## src/rtl/led_pattern_driver_pkg.sv

```systemverilog
// Shared mode encodings, LED index constants and small helpers for the LED
// pattern driver and its per-LED channel.
package led_pattern_driver_pkg;

  typedef enum logic [2:0] {
    MODE_OFF        = 3'd0,
    MODE_ON         = 3'd1,
    MODE_BLINK_SLOW = 3'd2,
    MODE_BLINK_FAST = 3'd3,
    MODE_ONESHOT    = 3'd4
  } mode_e;

  localparam int NUM_LEDS = 4;

  localparam logic [1:0] LED_1_IDX = 2'd0;
  localparam logic [1:0] LED_2_IDX = 2'd1;
  localparam logic [1:0] LED_3_IDX = 2'd2;
  localparam logic [1:0] LED_4_IDX = 2'd3;

  // Encodings 5..7 are reserved: accepted on the bus but ignored by a channel.
  function automatic logic is_valid_mode(input logic [2:0] mode);
    return mode <= 3'd4;
  endfunction

  function automatic int max3(input int a, input int b, input int c);
    int m;
    m = (a > b) ? a : b;
    return (m > c) ? m : c;
  endfunction

endpackage

```

## src/rtl/led_pattern_driver_led_channel.sv

```systemverilog
// One LED channel: holds its mode, a tick counter and the registered LED drive.
// A command on apply always takes priority over a coincident tick.
module led_channel
  import led_pattern_driver_pkg::*;
#(
  parameter int SLOW_HALF_TICKS = 250,
  parameter int FAST_HALF_TICKS = 62,
  parameter int PULSE_TICKS     = 200
) (
  input  logic       clk,
  input  logic       reset,
  input  logic       tick,
  input  logic       apply,
  input  logic [2:0] mode,
  output logic       led
);

  localparam int MAX_TERM = max3(SLOW_HALF_TICKS - 1, FAST_HALF_TICKS - 1, PULSE_TICKS - 1);
  localparam int CNT_W    = (MAX_TERM < 1) ? 1 : $clog2(MAX_TERM + 1);

  localparam logic [CNT_W-1:0] SLOW_TERM  = CNT_W'(SLOW_HALF_TICKS - 1);
  localparam logic [CNT_W-1:0] FAST_TERM  = CNT_W'(FAST_HALF_TICKS - 1);
  localparam logic [CNT_W-1:0] PULSE_TERM = CNT_W'(PULSE_TICKS - 1);

  mode_e            mode_q;
  logic [CNT_W-1:0] cnt_q;
  logic [CNT_W-1:0] half_term;

  assign half_term = (mode_q == MODE_BLINK_SLOW) ? SLOW_TERM : FAST_TERM;

  always_ff @(posedge clk) begin
    if (reset) begin
      mode_q <= MODE_OFF;
      cnt_q  <= '0;
      led    <= 1'b0;
    end else if (apply && is_valid_mode(mode)) begin
      // Re-issuing the current mode lands here too, restarting its phase.
      mode_q <= mode_e'(mode);
      cnt_q  <= '0;
      led    <= (mode_e'(mode) != MODE_OFF);
    end else if (tick) begin
      case (mode_q)
        MODE_BLINK_SLOW, MODE_BLINK_FAST: begin
          if (cnt_q == half_term) begin
            led   <= ~led;
            cnt_q <= '0;
          end else begin
            cnt_q <= cnt_q + 1'b1;
          end
        end
        MODE_ONESHOT: begin
          if (cnt_q == PULSE_TERM) begin
            led    <= 1'b0;
            mode_q <= MODE_OFF;
            cnt_q  <= '0;
          end else begin
            cnt_q <= cnt_q + 1'b1;
          end
        end
        default: cnt_q <= '0;
      endcase
    end
  end

endmodule

```

## src/rtl/led_pattern_driver.sv

```systemverilog
// Four-LED pattern driver: shared tick prescaler, valid/ready command intake
// with a one-entry holding register, and one led_channel per LED pin.
module led_pattern_driver
  import led_pattern_driver_pkg::*;
#(
  parameter int CLKS_PER_TICK   = 25000,
  parameter int SLOW_HALF_TICKS = 250,
  parameter int FAST_HALF_TICKS = 62,
  parameter int PULSE_TICKS     = 200
) (
  input  logic       i_Clk,
  input  logic       i_Reset,
  input  logic       i_Cmd_Valid,
  input  logic [1:0] i_Cmd_Idx,
  input  logic [2:0] i_Cmd_Mode,
  output logic       o_Cmd_Ready,
  output logic       o_LED_1,
  output logic       o_LED_2,
  output logic       o_LED_3,
  output logic       o_LED_4
);

  localparam int PRESC_W = $clog2(CLKS_PER_TICK);
  localparam logic [PRESC_W-1:0] PRESC_LAST = PRESC_W'(CLKS_PER_TICK - 1);

  logic [PRESC_W-1:0] presc_q;
  logic               tick;
  logic               xfer;

  logic               vld_p0;
  logic [1:0]         cmd_idx_p0;
  logic [2:0]         cmd_mode_p0;

  logic [NUM_LEDS-1:0] apply_ch;
  logic [NUM_LEDS-1:0] leds;

  assign tick = (presc_q == PRESC_LAST);
  assign xfer = i_Cmd_Valid && o_Cmd_Ready;

  // Stage p0: capture the command; ready drops for the following apply cycle.
  always_ff @(posedge i_Clk) begin
    if (i_Reset) begin
      presc_q     <= '0;
      o_Cmd_Ready <= 1'b0;
      vld_p0      <= 1'b0;
      cmd_idx_p0  <= '0;
      cmd_mode_p0 <= '0;
    end else begin
      presc_q     <= tick ? '0 : presc_q + 1'b1;
      o_Cmd_Ready <= !xfer;
      vld_p0      <= xfer;
      if (xfer) begin
        cmd_idx_p0  <= i_Cmd_Idx;
        cmd_mode_p0 <= i_Cmd_Mode;
      end
    end
  end

  // Stage p1: the held command is applied to its target channel only.
  for (genvar g = 0; g < NUM_LEDS; g++) begin : g_ch
    assign apply_ch[g] = vld_p0 && (cmd_idx_p0 == 2'(g));

    led_channel #(
      .SLOW_HALF_TICKS(SLOW_HALF_TICKS),
      .FAST_HALF_TICKS(FAST_HALF_TICKS),
      .PULSE_TICKS    (PULSE_TICKS)
    ) u_ch (
      .clk  (i_Clk),
      .reset(i_Reset),
      .tick (tick),
      .apply(apply_ch[g]),
      .mode (cmd_mode_p0),
      .led  (leds[g])
    );
  end

  assign o_LED_1 = leds[LED_1_IDX];
  assign o_LED_2 = leds[LED_2_IDX];
  assign o_LED_3 = leds[LED_3_IDX];
  assign o_LED_4 = leds[LED_4_IDX];

endmodule

```

## config.mk

```make
export PLATFORM = sky130hd
export DESIGN_NAME = led_pattern_driver
export DESIGN_NICKNAME = d
export VERILOG_FILES = /design/src/rtl/led_pattern_driver_pkg.sv /design/src/rtl/led_pattern_driver_led_channel.sv /design/src/rtl/led_pattern_driver.sv
export SDC_FILE = /design/constraint.sdc
export NUM_CORES = 1
export LEC_CHECK = 0
export ABC_AREA = 1
export CORE_UTILIZATION = 55
export CTS_CLUSTER_SIZE = 12
export DETAILED_ROUTE_END_ITERATION = 8
export PLACE_DENSITY = 0.81
export SLEW_MARGIN = 20
export SYNTH_ARGS = -nofsm -noshare
export SYNTH_HDL_FRONTEND = slang
export SYNTH_HIERARCHICAL = 1
export SYNTH_SLANG_ARGS = --single-unit
```

## constraint.sdc

```tcl
create_clock -name i_Clk -period 3.6 [get_ports i_Clk]
set_input_delay 0.72 -clock i_Clk [delete_from_list [all_inputs] [get_ports i_Clk]]
set_output_delay 0.72 -clock i_Clk [all_outputs]
set_load 0.01 [all_outputs]
```

# After elaboration in Yosys (flattened, before gate mapping)
# Cells that the tools add are included.
# totals
latch_bits	0
reg_bits	70
mem_bits_ro	0
inputBits	8
n_memories	0
output_inout_bits	5
ram_bits	0
elab_cells	156
# op_classes
n_mul	0
magnitude_cmp	1
bitwise	4
reduce_logical	45
n_eq_ne	32
div_mod_pow	0
shift	0
add_sub_neg	5
muxes	52
# ops
op	count
2-to-1 mux 8 bit	12
case mux 8 bit (2 select lines)	4
2-to-1 mux 3 bit	16
adder 8 x 1 -> 8 bit (second input constant)	4
== test 8 bit	4
== test 8 bit (second input constant)	4
== test 3 x 2 -> 1 bit (second input constant)	8
!= test 3 x 1 -> 1 bit (second input constant)	8
nonzero test 2 bit	12
OR reduction 2 bit	9
2-to-1 mux 1 bit	16
AND reduction 4 bit	4
adder 15 x 1 -> 15 bit (second input constant)	1
== test 15 bit (second input constant)	1
nonzero test 3 bit	5
== test 3 bit (second input constant)	4
AND reduction 3 bit	4
logical AND 1 bit	9
case mux 1 bit (2 select lines)	4
== test 2 bit (second input constant)	2
NOT 1 bit	4
less-or-equal comparator 3 bit (second input constant)	1
== test 2 x 1 -> 1 bit (second input constant)	1
zero test 2 bit	1
zero test 1 bit	1

# Depth between registers and ports, before layout
# Gate-level depths: netlist of run 1.
# depth
ltp_word	7
depth_mapped	13
mapped_depth_nobuf	13

# Cells and area by module
# The synthesis of run 1 kept the hierarchy.
# modules_own_cells
module	cells_per_inst	seq_area_each_um2	area_each_um2	instances
led_channel	122	240.2	773.2	4
led_pattern_driver	143	440.4	1051.0	1

# Worst setup path before layout of run 1
# OpenSTA, ideal clock, no wires.
# synth_path
kind	reg-to-reg
from	register presc_q[0]
to	register g_ch[0].u_ch.led
n_path_buf	0
slack_ns	0.490
stages_incl_launch_ff	13
required_time_ns	3.485
arrival_time_ns	2.995
cell_sequence	dfxtp_1 ha_1 nand2_2 clkinv_2 nand4_1 nor3_1 nand3_1 nand2_2 inv_1 nor2_2 nand2_2 a21oi_1 nor2_1
# synth_between
elab_chain_len	3
# synth_rtl
element	line_no	text
start: declaration	led_pattern_driver.sv:26	logic [PRESC_W-1:0] presc_q;
start signal: assignment	led_pattern_driver.sv:49	presc_q <= tick ? '0 : presc_q + 1'b1;
== test 15 bit	led_pattern_driver.sv:37	assign tick = (presc_q == PRESC_LAST);
named net tick	led_pattern_driver.sv:27	logic tick;
nonzero test 2 bit (no line)	n/a	
AND reduction 4 bit (no line)	n/a	
end signal: assignment	led_pattern_driver_led_channel.sv:40	led <= (mode_e'(mode) != MODE_OFF);
end signal: assignment	led_pattern_driver_led_channel.sv:45	led <= ~led;
end: declaration	led_pattern_driver_led_channel.sv:15	output logic led
# The timed path passes the listed nets, and every way through them passes these cells.
# A chain may end at the register's enable or synchronous reset.

# Worst setup path after layout of run 1
# layout_path
from	register presc_q[0]
to	register g_ch[2].u_ch.led
# layout_between
elab_chain_len	3
# layout_rtl
element	line_no
== test 15 bit	led_pattern_driver.sv:37
named net tick	led_pattern_driver.sv:27
nonzero test 2 bit (no line)	n/a
AND reduction 4 bit (no line)	n/a
end signal: assignment	led_pattern_driver_led_channel.sv:40
end signal: assignment	led_pattern_driver_led_channel.sv:45
end: declaration	led_pattern_driver_led_channel.sv:15
# The timed path passes the listed nets, and every way through them passes these cells.

==> metrics.md, run 1 <==
| Metric | Value |
|---|---|
| Sink Count | 70 |
| Die area | 7890 um2 |
| Pre-Repair DR Iteration Count | 4 |
| Internal power | 1.34 mW |
| Xor/xnor cell area share of the yosys netlist | 4.02% |
| Htree depth | 3 |
| Post_cts resized | 0 |
| Pre-CTS setup slack | 1.20 ns |
| Final antenna-violating net count | 0 |
| CTS Buf Count | 9 |
| Post-DP HPWL | 6.29 mm |
| Yosys cell types | 24 |
| Area grow syn2layout | 11.7% |
| Clock Skews | 0.0125 ns |
| Slowest stage cell, crit path | nor3_2 |
| Cell mode on critical path | nand2_2 |
| Maximum buffer depth of the clock tree | 2 |
| Least-Margin Pin Slew | 0.526 ns |
| Final hold slack | 0.473 ns |
| Cells on Worst Hold Path | 1 |
| Area share of the largest cell type after synthesis | 33.8% |
| R2R Setup Slk | 1.17 ns |
| Post-Synth Adder-Cell Area | 2.72% |
| Mapped Nets | 648 |
| Total global routing overflow | 0 |
| Final std cells w/o fill | 755 |
| Comb pwr share | 4.2% |
| Synth area leaders | dfxtp_1, nand2_1, inv_1, nand3_1, nor2_1 |
| Max cap viols | 0 |
| FF+latch count, synth | 70 |
| Seq pwr share | 46.8% |
| Drc violations | 0 |
| RSZ-0062 raised after global routing | false |
| Commonest cells after routing, fill and taps aside | nand2_1, inv_1, dfxtp_1 |
| Hold buffers post-CTS | 0 |
| Multiplexer share of the synthesized area | 0% |
| Status | finished, final reports clean |
| Main synth FF type | dfxtp_1 |
| DR WL/cell | 11.2 um |
| Max transition margin | 64.8% |
| Initial Util | 57.1% |
| Final setup viols | 0 |
| Starting DRT DRC Count | 178 |
| CTS tree | built |
| Crit Path Class | register to register |
| Vias | 3854 |
| Post-synth EDFFs | 0 |
| Global-route wire length before repair | 14.4 mm |
| Tot GR Track Use | 23.3% |
| CP startpoint | presc_q[0]$_SDFF_PP0_ |
| Final worst path period need | 2.43 ns |
| Maximum number of pins on one net before global-route repair | 22 |
| Worst EP arrival | 2.68 ns |
| Nets@finish | 668 |
| Proportion of layout cells with a drive suffix above 1 | 12.3% |
| WL final | 8.47 mm |
| Initial antenna violation count | 0 |
| Number of diodes | 0 |
| Lkg Pwr | 1.93 nW |
| Root buffer cell | clkbuf_8 |
| Largest stage delay, worst path | 0.43 ns |
| F_max | 411 MHz |
| Row count | 31 |
| WHS Endpoint | presc_q[0]$_SDFF_PP0_ |
| Final critical-path setup slack | 1.17 ns |
| Synthesized area per cell | 6.57 um2 |
| R2R cell count | 13 |
| Num ports | 13 |
| PwrDens | 366 nW/um2 |
| Hold Vio Cnt, Final | 0 |
| Crit-path cells | ha_1 -> nand2_2 -> clkinv_2 -> nand4_1 -> nor3_2 -> buf_4 -> nand3_1 -> nand2_2 -> inv_1 -> nor2_2 -> nand2_2 -> a21oi_1 -> nor2_1 |
| Net Sw Frac | 20.8% |
| Post-Synthesis Cells | 631 |
| I/O Buffers | 12 |
| CP Capture Type | register |
| CP Max Fanout | 21 |
| Ys Warns | 6 |
| Most common cell after layout, fill and taps aside | nand2_1 |
| Cell count after placement | 739 |
| Number of global-route vias before repair | 3378 |
| Worst Hold Class | register to register |
| Asr flop ratio synth | 0% |
| Mapped Area | 4140 um2 |
| # fillers | 634 |
| Core ar. | 7250 um2 |
| Crit path buf inv count | 3 |
| Placer Congestion | 0.891 |
| Clk pin slew, worst setup/hold paths | 0.07 ns |
| Post-synthesis sequential area ratio | 33.8% |
| Vias per cell | 5.10 |
| Hold_sp | presc_q[0]$_SDFF_PP0_ |
| Pins Over Slew Limit | 0 |
| Post-CTS setup buffers | 0 |
| Setup TNS | 0 ns |
| Largest family of logic cells by synthesized area | simple AND/OR/NAND/NOR gates |
| NetSw | 353 uW |
| Post-Synth Simple-Gate Area | 40.9% |
| Die Wd | 88.8 um |
| Clock group share of total power | 49.1% |
| Worst vdd ir | 330 uV |
| Clock latency at the later pin of the worst-skew pair | 0.35 ns |
| Required @ worst endpoint | 3.84 ns |
| Final Power | 1.69 mW |
| Yosys top cell by area | dfxtp_1 |
| Crit start category | register |
| Origin of the critical flop-to-flop path | presc_q[0]$_SDFF_PP0_ |
| Compound-Gate Fraction of Synth Area | 8.24% |
| Fin crit share | 67.6% |
| FF-to-FF End | g_ch[2].u_ch/led$_SDFFE_PP0P_ |
| CP delay by family, top | simple AND/OR/NAND/NOR gates |
| Die H | 88.8 um |
==> cells in the mapped netlist, types with 9 or more instances <==
cell,number
a21oi_1,44
nor2_1,65
nand2_1,150
nand4_1,12
xor2_1,16
nand3_1,62
nor3_1,9
nor2_2,26
nand2_2,26
inv_1,102
dfxtp_1,70
ha_1,9
==> stage by stage <==
stage / utilization [%] / cell area [um2]
floorplan: - / 4140
global placement: 60.2 / 4370
detailed placement: 60.2 / 4370
CTS: 63.8 / 4630
global route: 63.8 / 4630
finish: 63.8 / 4630
==> per-layer routing <==
layer	track usage (%)	vias up	share of wire, %
li1	-	2035	-
met2	38.7	58	47
met3	4.01	11	2.7
met1	29.9	1750	48
met5	0	-	0
met4	9.82	0	1.6
==> cell type report <==
cell class              instances  area [um2]  share of cell area (%)
well taps                      99         124                    2.68
flip-flops and latches         70        1400                    30.3
clock buffers                  10         128                    2.76
inverters                     103         388                    8.38
multi-input cells             453        2320                    50.1
repair buffers                 14         135                    2.92
clock inverters                 6         134                    2.89
==> state kept, by name (all words and copies together), names as in the netlist <==
signal            cells
g_ch.u_ch/cnt_q      32
presc_q              15
g_ch.u_ch/mode_q     12
g_ch.u_ch/led         4
cmd_mode_p0           3
cmd_idx_p0            2
o_Cmd_Ready           1
vld_p0                1
==> cell families (layout without fill, tap and decap cells) <==
group,Yosys count,count (layout)
buffers and inverters,108,133
XOR/XNOR,19,19
adder cells (fa/ha/maj),9,9
AO/OA/AOI/OAI,61,61
AND/OR/NAND/NOR,364,364
flip-flops,70,70
==> worst max-delay path by stage <==
stage                                     to  depth (start not counted)  slack, ns
5_1_grt        g_ch[2].u_ch/led$_SDFFE_PP0P_                         13       0.91
3_3_place_gp   g_ch[1].u_ch/led$_SDFFE_PP0P_                         13       1.29
2_1_floorplan  g_ch[0].u_ch/led$_SDFFE_PP0P_                         12       0.49
4_1_cts        g_ch[2].u_ch/led$_SDFFE_PP0P_                         13       1.17
3_5_place_dp   g_ch[2].u_ch/led$_SDFFE_PP0P_                         13       1.20
6_report       g_ch[2].u_ch/led$_SDFFE_PP0P_                         13       1.17
==> power by group through the flow <==
stage	combinational, mW	sequential (mW)	clock (mW)
floorplan	0.0454	0.809	0
global placement	0.0686	0.810	0
detailed placement	0.0705	0.811	0
CTS	0.0708	0.793	0.843
global route	0.0804	0.794	0.881
finish	0.0704	0.793	0.832
==> worst register-to-register path: cells and delay by family, from the launching register on <==
family / cells / cell delay (ns)
compound gates: 1 / 0.12
fa+ha+maj: 1 / 0.24
simple gates: 8 / 1.12
buf+inv: 3 / 0.47
flops: 1 / 0.39
(Power assumes the default switching activity.)
==> inputs of run 2 (changes only) <==
==> constraint.sdc (replaced) <==
create_clock -name i_Clk -period 2.5 [get_ports i_Clk]
set_input_delay 0.5 -clock i_Clk [delete_from_list [all_inputs] [get_ports i_Clk]]
set_output_delay 0.5 -clock i_Clk [all_outputs]
set_load 0.01 [all_outputs]
==> run 2 against run 1 <==
Effect of this change:
- die area unchanged
- worst setup slack got worse by 0.73 ns
- flip-flop and latch count stayed put
- sequential share of layout area increased by 0.66 points
- sequential power up 44%
- via count is 0.39% lower
- worst hold slack better by 0.0027 ns
- maximum frequency grew 18%
- routed wire length shrank 1.3%
- combinational power increased by 45%
- utilization decreased by 1.4 points
- final cell count down 0.13%
- critical path type unchanged
==> metrics.md, run 2 (same netlist as run 1, synthesis figures left out) <==
| Metric | Value |
|---|---|
| Status | finished, final reports clean |
| WHS Endpoint | presc_q[0]$_SDFF_PP0_ |
| RSZ-0062 raised after global routing | false |
| Nets@finish | 669 (+0.15%) |
| Worst Hold Class | register to register |
| Final hold slack | 0.476 ns (+0.00272 ns) |
| F_max | 485 MHz (+18%) |
| Top Registers | g_ch.u_ch/cnt_q x32, presc_q x15, g_ch.u_ch/mode_q x12 |
| Origin of the critical flop-to-flop path | presc_q[0]$_SDFF_PP0_ |
| Root buffer cell | clkbuf_8 |
| Clk pin slew, worst setup/hold paths | 0.07 ns (about the same) |
| Crit path buf inv count | 3 (unchanged) |
| Least-Margin Pin Slew | 0.399 ns (-0.127 ns) |
| Slowest stage cell, crit path | dfxtp_1 |
| Vias | 3839 (-0.39%) |
| Most common cell after layout, fill and taps aside | nand2_1 |
| DR WL/cell | 11.1 um (-1.2%) |
| Tot GR Track Use | 23.0% (-0.31 points) |
| Required @ worst endpoint | 2.73 ns (-1.11 ns) |
| Largest register FFs | 32 (unchanged) |
| Commonest cells after routing, fill and taps aside | nand2_1, inv_1, dfxtp_1 |
| Die Wd | 88.8 um (unchanged) |
| PwrDens | 441 nW/um2 (+21%) |
| Cells on Worst Hold Path | 1 (unchanged) |
| Die area | 7890 um2 (unchanged) |
| Post_cts resized | 0 (unchanged) |
| R2R Setup Slk | 0.44 ns (-0.73 ns) |
| Final antenna-violating net count | 0 (unchanged) |
| Number of diodes | 0 (unchanged) |
| CTS tree | built |
| Post-DP HPWL | 6.31 mm (+0.35%) |
| I/O Buffers | 12 (unchanged) |
| Total global routing overflow | 0 (unchanged) |
| Worst vdd ir | 285 uV (-14%) |
| Vias per cell | 5.09 (-0.26%) |
| Setup TNS | 0 ns (unchanged) |
| CP Max Fanout | 18 (-14%) |
| Clock Skews | 0.00622 ns (-0.00627 ns) |
| CP Capture Type | register |
| Lkg Pwr | 1.88 nW (-2.2%) |
| Sink Count | 70 (unchanged) |
| Clock latency at the later pin of the worst-skew pair | 0.33 ns (-0.02 ns) |
| Max cap viols | 0 (unchanged) |
| Number of global-route vias before repair | 3469 (+2.7%) |
| CP startpoint | presc_q[0]$_SDFF_PP0_ |
| Hold buffers post-CTS | 0 (unchanged) |
| Htree depth | 3 (unchanged) |
| Die H | 88.8 um (unchanged) |
| CTS Buf Count | 9 (unchanged) |
| Pre-Repair DR Iteration Count | 4 (unchanged) |
| Cell mode on critical path | nand2_2 |
| Initial Util | 57.1% (unchanged) |
| Crit Path Class | register to register |
| Final worst path period need | 2.06 ns (-0.372 ns) |
| Final setup viols | 0 (unchanged) |
| Global-route wire length before repair | 14.3 mm (-0.38%) |
| Row count | 31 (unchanged) |
| FF-to-FF End | g_ch[0].u_ch/led$_SDFFE_PP0P_ |
| Core ar. | 7250 um2 (unchanged) |
| Starting DRT DRC Count | 193 (+8.4%) |
| Hold Vio Cnt, Final | 0 (unchanged) |
| Maximum buffer depth of the clock tree | 2 (unchanged) |
| Max transition margin | 73.3% (+8.5 points) |
| WL final | 8.36 mm (-1.3%) |
| Final Power | 2.00 mW (+18%) |
| Num ports | 13 (unchanged) |
| R2R cell count | 13 (unchanged) |
| Crit start category | register |
| Placer Congestion | 0.878 (-1.5%) |
| Hold_sp | presc_q[0]$_SDFF_PP0_ |
| Largest stage delay, worst path | 0.39 ns (-0.04 ns) |
| Most flops, register | g_ch.u_ch/cnt_q |
| Pins Over Slew Limit | 0 (unchanged) |
| Area grow syn2layout | 9.33% |
| Post-CTS setup buffers | 0 (unchanged) |
| Drc violations | 0 (unchanged) |
| CP delay by family, top | simple AND/OR/NAND/NOR gates |
| Proportion of layout cells with a drive suffix above 1 | 12.1% (-0.29 points) |
| Initial antenna violation count | 0 (unchanged) |
| Fin crit share | 82.5% (+15 points) |
| Maximum number of pins on one net before global-route repair | 19 (-14%) |
| Crit-path cells | ha_1 -> nand2_2 -> clkinv_2 -> nand4_1 -> nor3_2 -> buf_4 -> nand3_1 -> nand2_2 -> inv_1 -> nor2_2 -> nand2_2 -> a21oi_1 -> nor2_1 |
| Worst EP arrival | 2.30 ns (-0.38 ns) |
| # fillers | 676 (+6.6%) |
[run 2: worst max-delay path by stage]
stage	to	cells past startpoint
2_1_floorplan	g_ch[0].u_ch/led$_SDFFE_PP0P_	12
3_3_place_gp	g_ch[1].u_ch/led$_SDFFE_PP0P_	13
3_5_place_dp	g_ch[0].u_ch/led$_SDFFE_PP0P_	13
4_1_cts	g_ch[1].u_ch/led$_SDFFE_PP0P_	13
5_1_grt	g_ch[1].u_ch/led$_SDFFE_PP0P_	13
6_report	g_ch[0].u_ch/led$_SDFFE_PP0P_	13
[run 2: where the power goes]
part | total (mW) | switching, mW | internal (mW)
clock | 0.756 | 0.382 | 0.374
combinational | 0.102 | 0.0609 | 0.0414
sequential | 1.14 | 0.0144 | 1.13
total | 2.00 | 0.457 | 1.54
[run 2: through the flow]
step | worst slack (ns) | utilization [%] | area, um2 | instances
floorplan | 0.0374 | - | 4150 | 631
global placement | 0.559 | 60.3 | 4380 | 740
detailed placement | 0.454 | 60.3 | 4380 | 740
CTS | 0.430 | 62.5 | 4530 | 754
global route | 0.252 | 62.5 | 4530 | 754
finish | 0.438 | 62.5 | 4530 | 754
[run 2: metal layers]
layer | part of all wire (%) | vias to the layer above | GRT usage, %
met3 | 3.0 | 11 | 3.36
li1 | - | 2029 | -
met2 | 48 | 65 | 39.6
met4 | 1.6 | 0 | 9.24
met5 | 0 | - | 0
met1 | 48 | 1734 | 28.9
[run 2: layout make-up]
type	instances	area (um2)	share of cell area, %
inverter	103	388	8.56
multi-input combinational	453	2320	51.2
clock buffer	12	145	3.20
sequential	70	1400	30.9
timing repair buffer	15	143	3.15
tap	99	124	2.73
clock inverter	2	10.0	0.221
==> inputs of run 3 (changes only) <==
==> constraint.sdc (replaced) <==
create_clock -name i_Clk -period 1.91 [get_ports i_Clk]
set_input_delay 0.382 -clock i_Clk [delete_from_list [all_inputs] [get_ports i_Clk]]
set_output_delay 0.382 -clock i_Clk [all_outputs]
set_load 0.01 [all_outputs]
==> run 3 against run 2 <==
Effect of this change:
- the run now ends with setup timing left
- first-iteration DRC count decreased by 7.8%
- clock-buffer cell count fell by 1
- global-route usage rose by 1.2 points
- critical endpoint is now g_ch[2].u_ch/cnt_q[5]$_SDFFE_PP0P_
- largest power group unchanged
==> metrics.md, run 3 (same netlist as run 1, synthesis figures left out) <==
| Metric | Value |
|---|---|
| F_max | 510 MHz (+5.2%) |
| Initial antenna violation count | 0 (unchanged) |
| Initial Util | 57.1% (unchanged) |
| Htree depth | 3 (unchanged) |
| Failing checks | setup timing |
| Core ar. | 7250 um2 (unchanged) |
| Area post-placement | 4460 um2 (+2.0%) |
| Register Area | 1410 um2 (+0.54%) |
| Largest register FFs | 32 (unchanged) |
| Worst vdd ir | 378 uV (+33%) |
| Design area | 4910 um2 (+8.3%) |
| Pre-Repair DR Iteration Count | 4 (unchanged) |
| Area grow syn2layout | 18.4% |
| Placer Congestion | 0.973 (+11%) |
| CTS tree | built |
| Clock latency at the later pin of the worst-skew pair | 0.34 ns (about the same) |
| Top Registers | g_ch.u_ch/cnt_q x32, presc_q x15, g_ch.u_ch/mode_q x12 |
| Tot GR Track Use | 24.1% (+1.2 points) |
| Worst Hold Class | register to register |
| Worst EP arrival | 2.24 ns (-0.06 ns) |
| Max transition margin | 76.4% (+3.1 points) |
| Die Wd | 88.8 um (unchanged) |
| RSZ-0062 raised after global routing | true |
| Fin crit share | 103% (+20 points) |
| Die area | 7890 um2 (unchanged) |
| Multi-input logic area | 2490 um2 (+7.4%) |
| Final critical-path setup slack | -0.0499 ns (-0.487 ns) |
| Final setup viols | 3 (+3) |
| Lkg Pwr | 2.04 nW (+8.5%) |
| Clock Skews | 0.00654 ns (+0.000322 ns) |
| Required @ worst endpoint | 2.19 ns (-0.54 ns) |
| WL final | 9.27 mm (+11%) |
| Pre-CTS setup slack | -0.0242 ns (-0.478 ns) |
| Proportion of layout cells with a drive suffix above 1 | 19.7% (+7.6 points) |
| Most flops, register | g_ch.u_ch/cnt_q |
| Vias | 4000 (+4.2%) |
| Number of global-route vias before repair | 3606 (+3.9%) |
| CP Max Fanout | 8 (-10) |
| Starting DRT DRC Count | 178 (-7.8%) |
| Number of diodes | 0 (unchanged) |
| # fillers | 619 (-8.4%) |
| Maximum number of pins on one net before global-route repair | 16 (-3) |
| Sink Count | 70 (unchanged) |
| Maximum buffer depth of the clock tree | 2 (unchanged) |
| PwrDens | 574 nW/um2 (+30%) |
| Hold Vio Cnt, Final | 0 (unchanged) |
| Num ports | 13 (unchanged) |
| Crit Path Class | register to register |
| Status | finished with violations |
| CTS Buf Count | 9 (unchanged) |
| Final worst path period need | 1.96 ns (-0.103 ns) |
| Total global routing overflow | 0 (unchanged) |
| CP Capture Type | register |
| Vias per cell | 5.17 (+1.5%) |
| Commonest cells after routing, fill and taps aside | nand2_1, inv_1, dfxtp_1 |
| Crit start category | register |
| Final hold slack | 0.483 ns (+0.00683 ns) |
| DR WL/cell | 12.0 um (+8.1%) |
| Max cap viols | 0 (unchanged) |
| Least-Margin Pin Slew | 0.353 ns (-0.0463 ns) |
| Die H | 88.8 um (unchanged) |
| I/O Buffers | 12 (unchanged) |
| Pins Over Slew Limit | 0 (unchanged) |
| Row count | 31 (unchanged) |
| Setup TNS | -0.0697 ns (-0.0697 ns) |
| Root buffer cell | clkbuf_8 |
| Nets@finish | 688 (+2.8%) |
| Global-route wire length before repair | 14.9 mm (+4.3%) |
| Clk pin slew, worst setup/hold paths | 0.07 ns (about the same) |
| Most common cell after layout, fill and taps aside | nand2_1 |
| Post-DP HPWL | 6.56 mm (+4.0%) |
| Final antenna-violating net count | 0 (unchanged) |
| Drc violations | 0 (unchanged) |
==> run 3: changes by cell type in the layout (fill, tap and decap cells not counted), moves of 5 or more <==
cell	change
a21oi_1	-8
nand3_1	-5
inv_1	-5
nand2_4	+5
buf_4	+15
a21oi_2	+8
==> run 3: cell type report <==
type / instances / area share [%]
multi-input combinational: 453 / 50.8
sequential: 70 / 28.7
inverter: 103 / 8.01
timing repair buffer: 34 / 6.12
clock buffer: 11 / 2.88
tap: 99 / 2.52
clock inverter: 4 / 0.969
==> run 3: worst max-delay path, stage by stage (launching register included) <==
cell and delay [ns]:
dfxtp_4 0.37, ha_4 0.16, nand2_4 0.06, inv_4 0.06, nand4_1 0.13, nor3_4 0.27
buf_6 0.19, buf_6 0.13, nand4_1 0.14, nor3_2 0.19, o32ai_1 0.11, nor2_1 0.09
==> run 3: final timing paths <==
kind	startpoint	end	slack [ns]	cells past startpoint
max reg2reg	presc_q[0]$_SDFF_PP0_	g_ch[2].u_ch/cnt_q[5]$_SDFFE_PP0P_	-0.05	11
min	g_ch[2].u_ch/mode_q[1]$_SDFFE_PP0P_	g_ch[2].u_ch/mode_q[1]$_SDFFE_PP0P_	0.48	2
min reg2reg	g_ch[2].u_ch/mode_q[1]$_SDFFE_PP0P_	g_ch[2].u_ch/mode_q[1]$_SDFFE_PP0P_	0.48	2
max	presc_q[0]$_SDFF_PP0_	g_ch[2].u_ch/cnt_q[5]$_SDFFE_PP0P_	-0.05	11
==> run 3: routing by layer <==
metal	routed length (um)	global-route usage (%)	part of all wire [%]	up-vias
met5	0	0	0	-
met4	168	11.9	1.8	0
met2	4620	41.7	50	75
li1	-	-	-	2066
met3	293	3.92	3.2	15
met1	4190	29.1	45	1844
==> run 3: power breakdown <==
part | leakage, nW | internal [mW] | switching (mW) | total (mW)
Clock | 0.0952 | 0.628 | 0.544 | 1.17
Sequential | 0.567 | 1.48 | 0.0201 | 1.50
Combinational | 1.38 | 0.0625 | 0.0856 | 0.148
==> run 3: repair_timing <==
action / CTS / global route
resized for setup: 2 / 35
gates cloned: 0 / 1
setup endpoints to repair: 6 / 15
setup buffers: 0 / 14
pin swaps: 1 / 15
hold buffers: 0 / 0
==> run 3: through the flow <==
stage          utilization, %  std cells  power (mW)
3_3_place_gp             61.5        744        1.67
4_1_cts                  64.2        759        2.83
2_1_floorplan               -        631        1.62
3_5_place_dp             61.5        744        1.67
5_1_grt                  67.6        774        2.94
6_report                 67.6        774        2.81
==> edit 1, RTL diff (flow settings as in run 2) <==
The parameter `CLKS_PER_TICK` goes from 25000 to 50000.
--- a/src/rtl/led_pattern_driver.sv
+++ b/src/rtl/led_pattern_driver.sv
@@ -4,5 +4,5 @@
   import led_pattern_driver_pkg::*;
 #(
-  parameter int CLKS_PER_TICK   = 25000,
+  parameter int CLKS_PER_TICK   = 50000,
   parameter int SLOW_HALF_TICKS = 250,
   parameter int FAST_HALF_TICKS = 62,
Check against the original RTL: no difference found for any inputs over 10 cycles, from zero or initial values and one cycle with i_Reset high; that may be too few to reach the edited logic, so the function may still have changed.
==> edit 1 against run 2 <==
- cell area is 3.3% higher
- power is 20% higher
- area after synthesis increased by 0.72%
- setup slack worse by 140 ps
- hold slack got worse by 11 ps
- routed wire length up 5.3%
- sequential cell count is 1 higher
- critical path depth down 1
- largest cell class unchanged
- largest power group unchanged
==> edit 1: results (changes against run 2) <==
Clock tree
  – Post-CTS setup buffer count: 0 (unchanged)
  – Clock Pin Slew Worst Setup and Hold Paths: 70 ps (about the same)
  – CTS resizes: 0 (unchanged)

Synth
  – Synth unique cells: 26 (was 24)
  – Synth top area cells: dfxtp_1, nand2_1, inv_1 (unchanged)
  – Top cells by count, synth: nand2_1, inv_1, dfxtp_1 (unchanged)
  – Ys async rst share: 0% (unchanged)
  – Synth Net Count: 653 (was 648)
  – Sequential fraction of the synthesis area: 34.1% (was 33.8%)

Timing
  – Worst slew pin tran: 350 ps (was 399 ps)
  – Clk_skew: 11.9 ps (was 6.22 ps)

Detailed routing
  – Initial DRC count: 216 (was 193)
  – Wire length per cell: 11.6 um (was 11.1 um)
  – Via Count: 3933 (was 3839)
  – DRT Pass-1 Iters: 5 (was 4)

GRT
  – Vias in the first global route: 3544 (was 3469)
  – Largest net degree at the start of global routing: 29 (was 19)
  – Global-route usage over all layers: 23.8% (was 23.0%)
  – First-pass GRT wire length: 14.9 mm (was 14.3 mm)

Final layout
  – Layout cell share with drive strength beyond 1: 11.8% (was 12.1%)
  – Fin nets: 673 (was 669)
  – Filler cells: 673 (was 676)
  – Leading registers by flop count: g_ch.u_ch/cnt_q x32, presc_q x16, g_ch.u_ch/mode_q x12 (was g_ch.u_ch/cnt_q x32, presc_q x15, g_ch.u_ch/mode_q x12)

Worst setup path
  – Critical path peak fanout: 28 (was 18)
  – R2R Setup Slk: 300 ps (was 440 ps)
  – Worst setup path startpoint: presc_q[0] (unchanged)
  – Crit path capture: g_ch[3].u_ch/led (was g_ch[0].u_ch/led)
  – Reg2reg path depth: 12 (was 13)
  – CP arrival: 2440 ps (was 2300 ps)
  – Capturing point of the worst reg2reg path: g_ch[3].u_ch/led (was g_ch[0].u_ch/led)

Hold path
  – Hold path depth: 1 (unchanged)
  – Hold crit path type: reg2reg (unchanged)

Placement
  – Post-DP HPWL: 6.53 mm (was 6.31 mm)
  – Final GP Congestion: 0.953 (was 0.878)
  – Port Buf Inserts: 12 (unchanged)

Power
  – Worst vdd ir: 0.322 mV (was 0.285 mV)
  – Static leakage: 1.92 nW (was 1.88 nW)

Outcome
  – Status: complete, no violations (unchanged)
==> edit 1: changes by cell type after synthesis, sizes merged, moves of 2 or more <==
cell	delta
inv	+5
xor2	-3
a21oi	+10
nor2	-9
or2	+2
nand2	-2
o21ai	+3
==> edit 1: worst min-delay path by stage <==
| stage | to | start | slack (ps) |
|---|---|---|---|
| 2_1_floorplan | presc_q[0] | presc_q[0] | 430 |
| 3_3_place_gp | presc_q[0] | presc_q[0] | 440 |
| 3_5_place_dp | presc_q[0] | presc_q[0] | 450 |
| 4_1_cts | presc_q[0] | presc_q[0] | 470 |
| 5_1_grt | g_ch[1].u_ch/mode_q[1] | g_ch[1].u_ch/mode_q[1] | 500 |
| 6_report | presc_q[0] | presc_q[0] | 470 |
==> edit 1: final cells by class <==
class	count	area [um^2]	area share (%)
inverter	107	402	8.59
clock buffer	11	151	3.24
sequential	71	1420	30.4
timing repair buffer	14	148	3.16
multi-input combinational	453	2330	49.8
clock inverter	5	104	2.22
tap	99	124	2.65
==> edit 1: kinds of logic after synthesis <==
group | synth area share [%]
adders and majority gates | 2.70
AOI/OAI and AO/OA | 9.74
and+or+nand+nor | 39.8
DFF | 34.1
buffers and inverters | 10.4
xor gates and xnor gates | 3.36
==> edit 1: power by group <==
| group | switching (mW) | internal (mW) |
|---|---|---|
| Sequential | 0.0136 | 1.14 |
| Combinational | 0.0597 | 0.0399 |
| Clock | 0.422 | 0.717 |
==> edit 1: per-stage QoR <==
stage / setup slack [ps] / power, mW / area (um^2) / hold WS (ps) / instances
finish: 299 / 2.40 / 4680 / 465 / 760
global route: 77.0 / 2.49 / 4680 / 501 / 760
CTS: 292 / 2.43 / 4680 / 470 / 760
detailed placement: 318 / 1.28 / 4420 / 451 / 744
global placement: 422 / 1.28 / 4420 / 441 / 744
floorplan: 28.2 / 1.24 / 4180 / 429 / 636
==> edit 1: worst max-delay path, cell delays in order, from the launching register on <==
cell and delay, ps:
dfxtp_1 380, ha_1 220, nand3_2 140, or2_1 280
nor4_4 190, buf_12 220, nand3_1 140, nand2_2 130
inv_1 60, nor2_2 100, nand2_2 60, a21oi_1 130
nor2_1 60
==> edit 1: metal layers <==
metal / part of all wire (%) / up-vias / GRT usage (%)
li1: - / 2054 / -
met1: 43 / 1790 / 27.1
met2: 51 / 73 / 43.0
met3: 4.0 / 16 / 5.82
met4: 1.7 / 0 / 8.95
met5: 0 / - / 0
==> edit 2, RTL diff (config.mk and constraints of run 2) <==
Without the edit above. One comparison of `cnt_q` changes from == to >=.
--- a/src/rtl/led_pattern_driver_led_channel.sv
+++ b/src/rtl/led_pattern_driver_led_channel.sv
@@ -50,5 +50,5 @@
         end
         MODE_ONESHOT: begin
-          if (cnt_q == PULSE_TERM) begin
+          if (cnt_q >= PULSE_TERM) begin
             led    <= 1'b0;
             mode_q <= MODE_OFF;
Function: same outputs for any inputs over 10 cycles, from zero or initial values and one cycle with i_Reset high; that may be too few to reach the edited logic, so the function may still have changed.
==> edit 2 against run 2 <==
- setup slack worse by 110 ps
- area after synthesis down 8.6%
- maximum frequency down 5.0%
- global-route usage down 1.1 points
- critical path type unchanged
- sequential power about the same
- critical endpoint is now g_ch[2].u_ch/cnt_q[7]
- via count down 12%
- routed wire length down 15%
- core utilization up 1.9 points
- sequential cell count unchanged
- cell area down 7.7%
- power up 0.15%
- largest power group unchanged
==> edit 2: results (changes against run 2) <==
Worst setup path
  – Crit path capture: g_ch[2].u_ch/cnt_q[7] (was g_ch[0].u_ch/led)
  – CP arrival: 2410 ps (was 2300 ps)
  – Top Family by Delay on Critical Path: simple AND/OR/NAND/NOR gates (unchanged)
  – Critical path peak fanout: 24 (was 18)
  – R2R Setup Slk: 330 ps (was 440 ps)

Placement
  – Final GP Congestion: 0.931 (was 0.878)
  – Post-DP HPWL: 5.27 mm (was 6.31 mm)
  – Port Buf Inserts: 12 (unchanged)

Synth
  – Top cells by count, synth: nand2_1, nor2_1, inv_1 (was nand2_1, inv_1, dfxtp_1)
  – Ys async rst share: 0% (unchanged)
  – Sequential fraction of the synthesis area: 37.0% (was 33.8%)
  – Synth unique cells: 25 (was 24)
  – Synth top area cells: dfxtp_1, nand2_1, nor2_1 (was dfxtp_1, nand2_1, inv_1)
  – Synth Net Count: 568 (was 648)

Timing
  – Worst slew pin tran: 480 ps (was 399 ps)
  – Final Hold Viols: 0 (unchanged)
  – Clk_skew: 4.31 ps (was 6.22 ps)
  – Worst hold slack: 478 ps (was 476 ps)

Power
  – Power of the clock network: 0.783 mW (was 0.756 mW)
  – Internal: 1.54 mW (about the same)
  – Worst vdd ir: 0.309 mV (was 0.285 mV)
  – PwrDens: 479 nW/um^2 (was 441 nW/um^2)
  – Static leakage: 1.79 nW (was 1.88 nW)

Clock tree
  – Post-CTS setup buffer count: 0 (unchanged)
  – Clk Latency, worst-skew pair: 340 ps

GRT
  – Global-route usage over all layers: 21.9% (was 23.0%)
  – Met2 GRT Util: 37.6% (was 39.6%)
  – Met1 usage: 25.9% (was 28.9%)
  – Largest net degree at the start of global routing: 25 (was 19)
  – First-pass GRT wire length: 12.7 mm (was 14.3 mm)
  – Met3 Use GR: 4.28% (was 3.36%)
  – Vias in the first global route: 3087 (was 3469)

Detailed routing
  – Final wirelength: 7.09 mm (was 8.36 mm)
  – M1 wire length: 3.32 mm (was 4.00 mm)
  – Initial DRC count: 102 (was 193)
  – Routed wl met3: 213 um (was 248 um)
  – Via Count: 3375 (was 3839)
  – Met2 wire length: 3.37 mm (was 3.97 mm)

Final layout
  – Fin nets: 593 (was 669)
  – Filler cells: 574 (was 676)
  – Layout cell share with drive strength beyond 1: 11.9% (was 12.1%)

Outcome
  – Status: complete, no violations (unchanged)

Hold path
  – Worst hold start: presc_q[0] (unchanged)
-- edit 2: layout make-up --
cell class,count,area [um^2],share of cell area [%]
Sequential cell,70,1400,33.5
Clock buffer,12,145,3.47
Multi-Input combinational cell,401,2070,49.6
Tap cell,77,96.3,2.30
Timing Repair Buffer,15,143,3.41
Inverter,79,298,7.12
Clock inverter,4,22.5,0.539
-- edit 2: metrics by stage --
step | std cells | cell area [um^2] | worst slack (ps)
3_5_place_dp | 642 | 4010 | 341
4_1_cts | 658 | 4180 | 327
5_1_grt | 658 | 4180 | 113
6_report | 658 | 4180 | 328
3_3_place_gp | 642 | 4010 | 475
2_1_floorplan | 551 | 3790 | 73.7
-- edit 2: cell families (layout without fill, tap and decap cells) --
logic type      Yosys count  in the layout  share of synthesized area (%)
fa+ha+maj                 9              9                           2.97
simple gates            316            316                           38.1
buf+inv                  80            110                           8.39
compound gates           53             53                           8.22
flops                    70             70                           37.0
xor+xnor                 23             23                           5.32
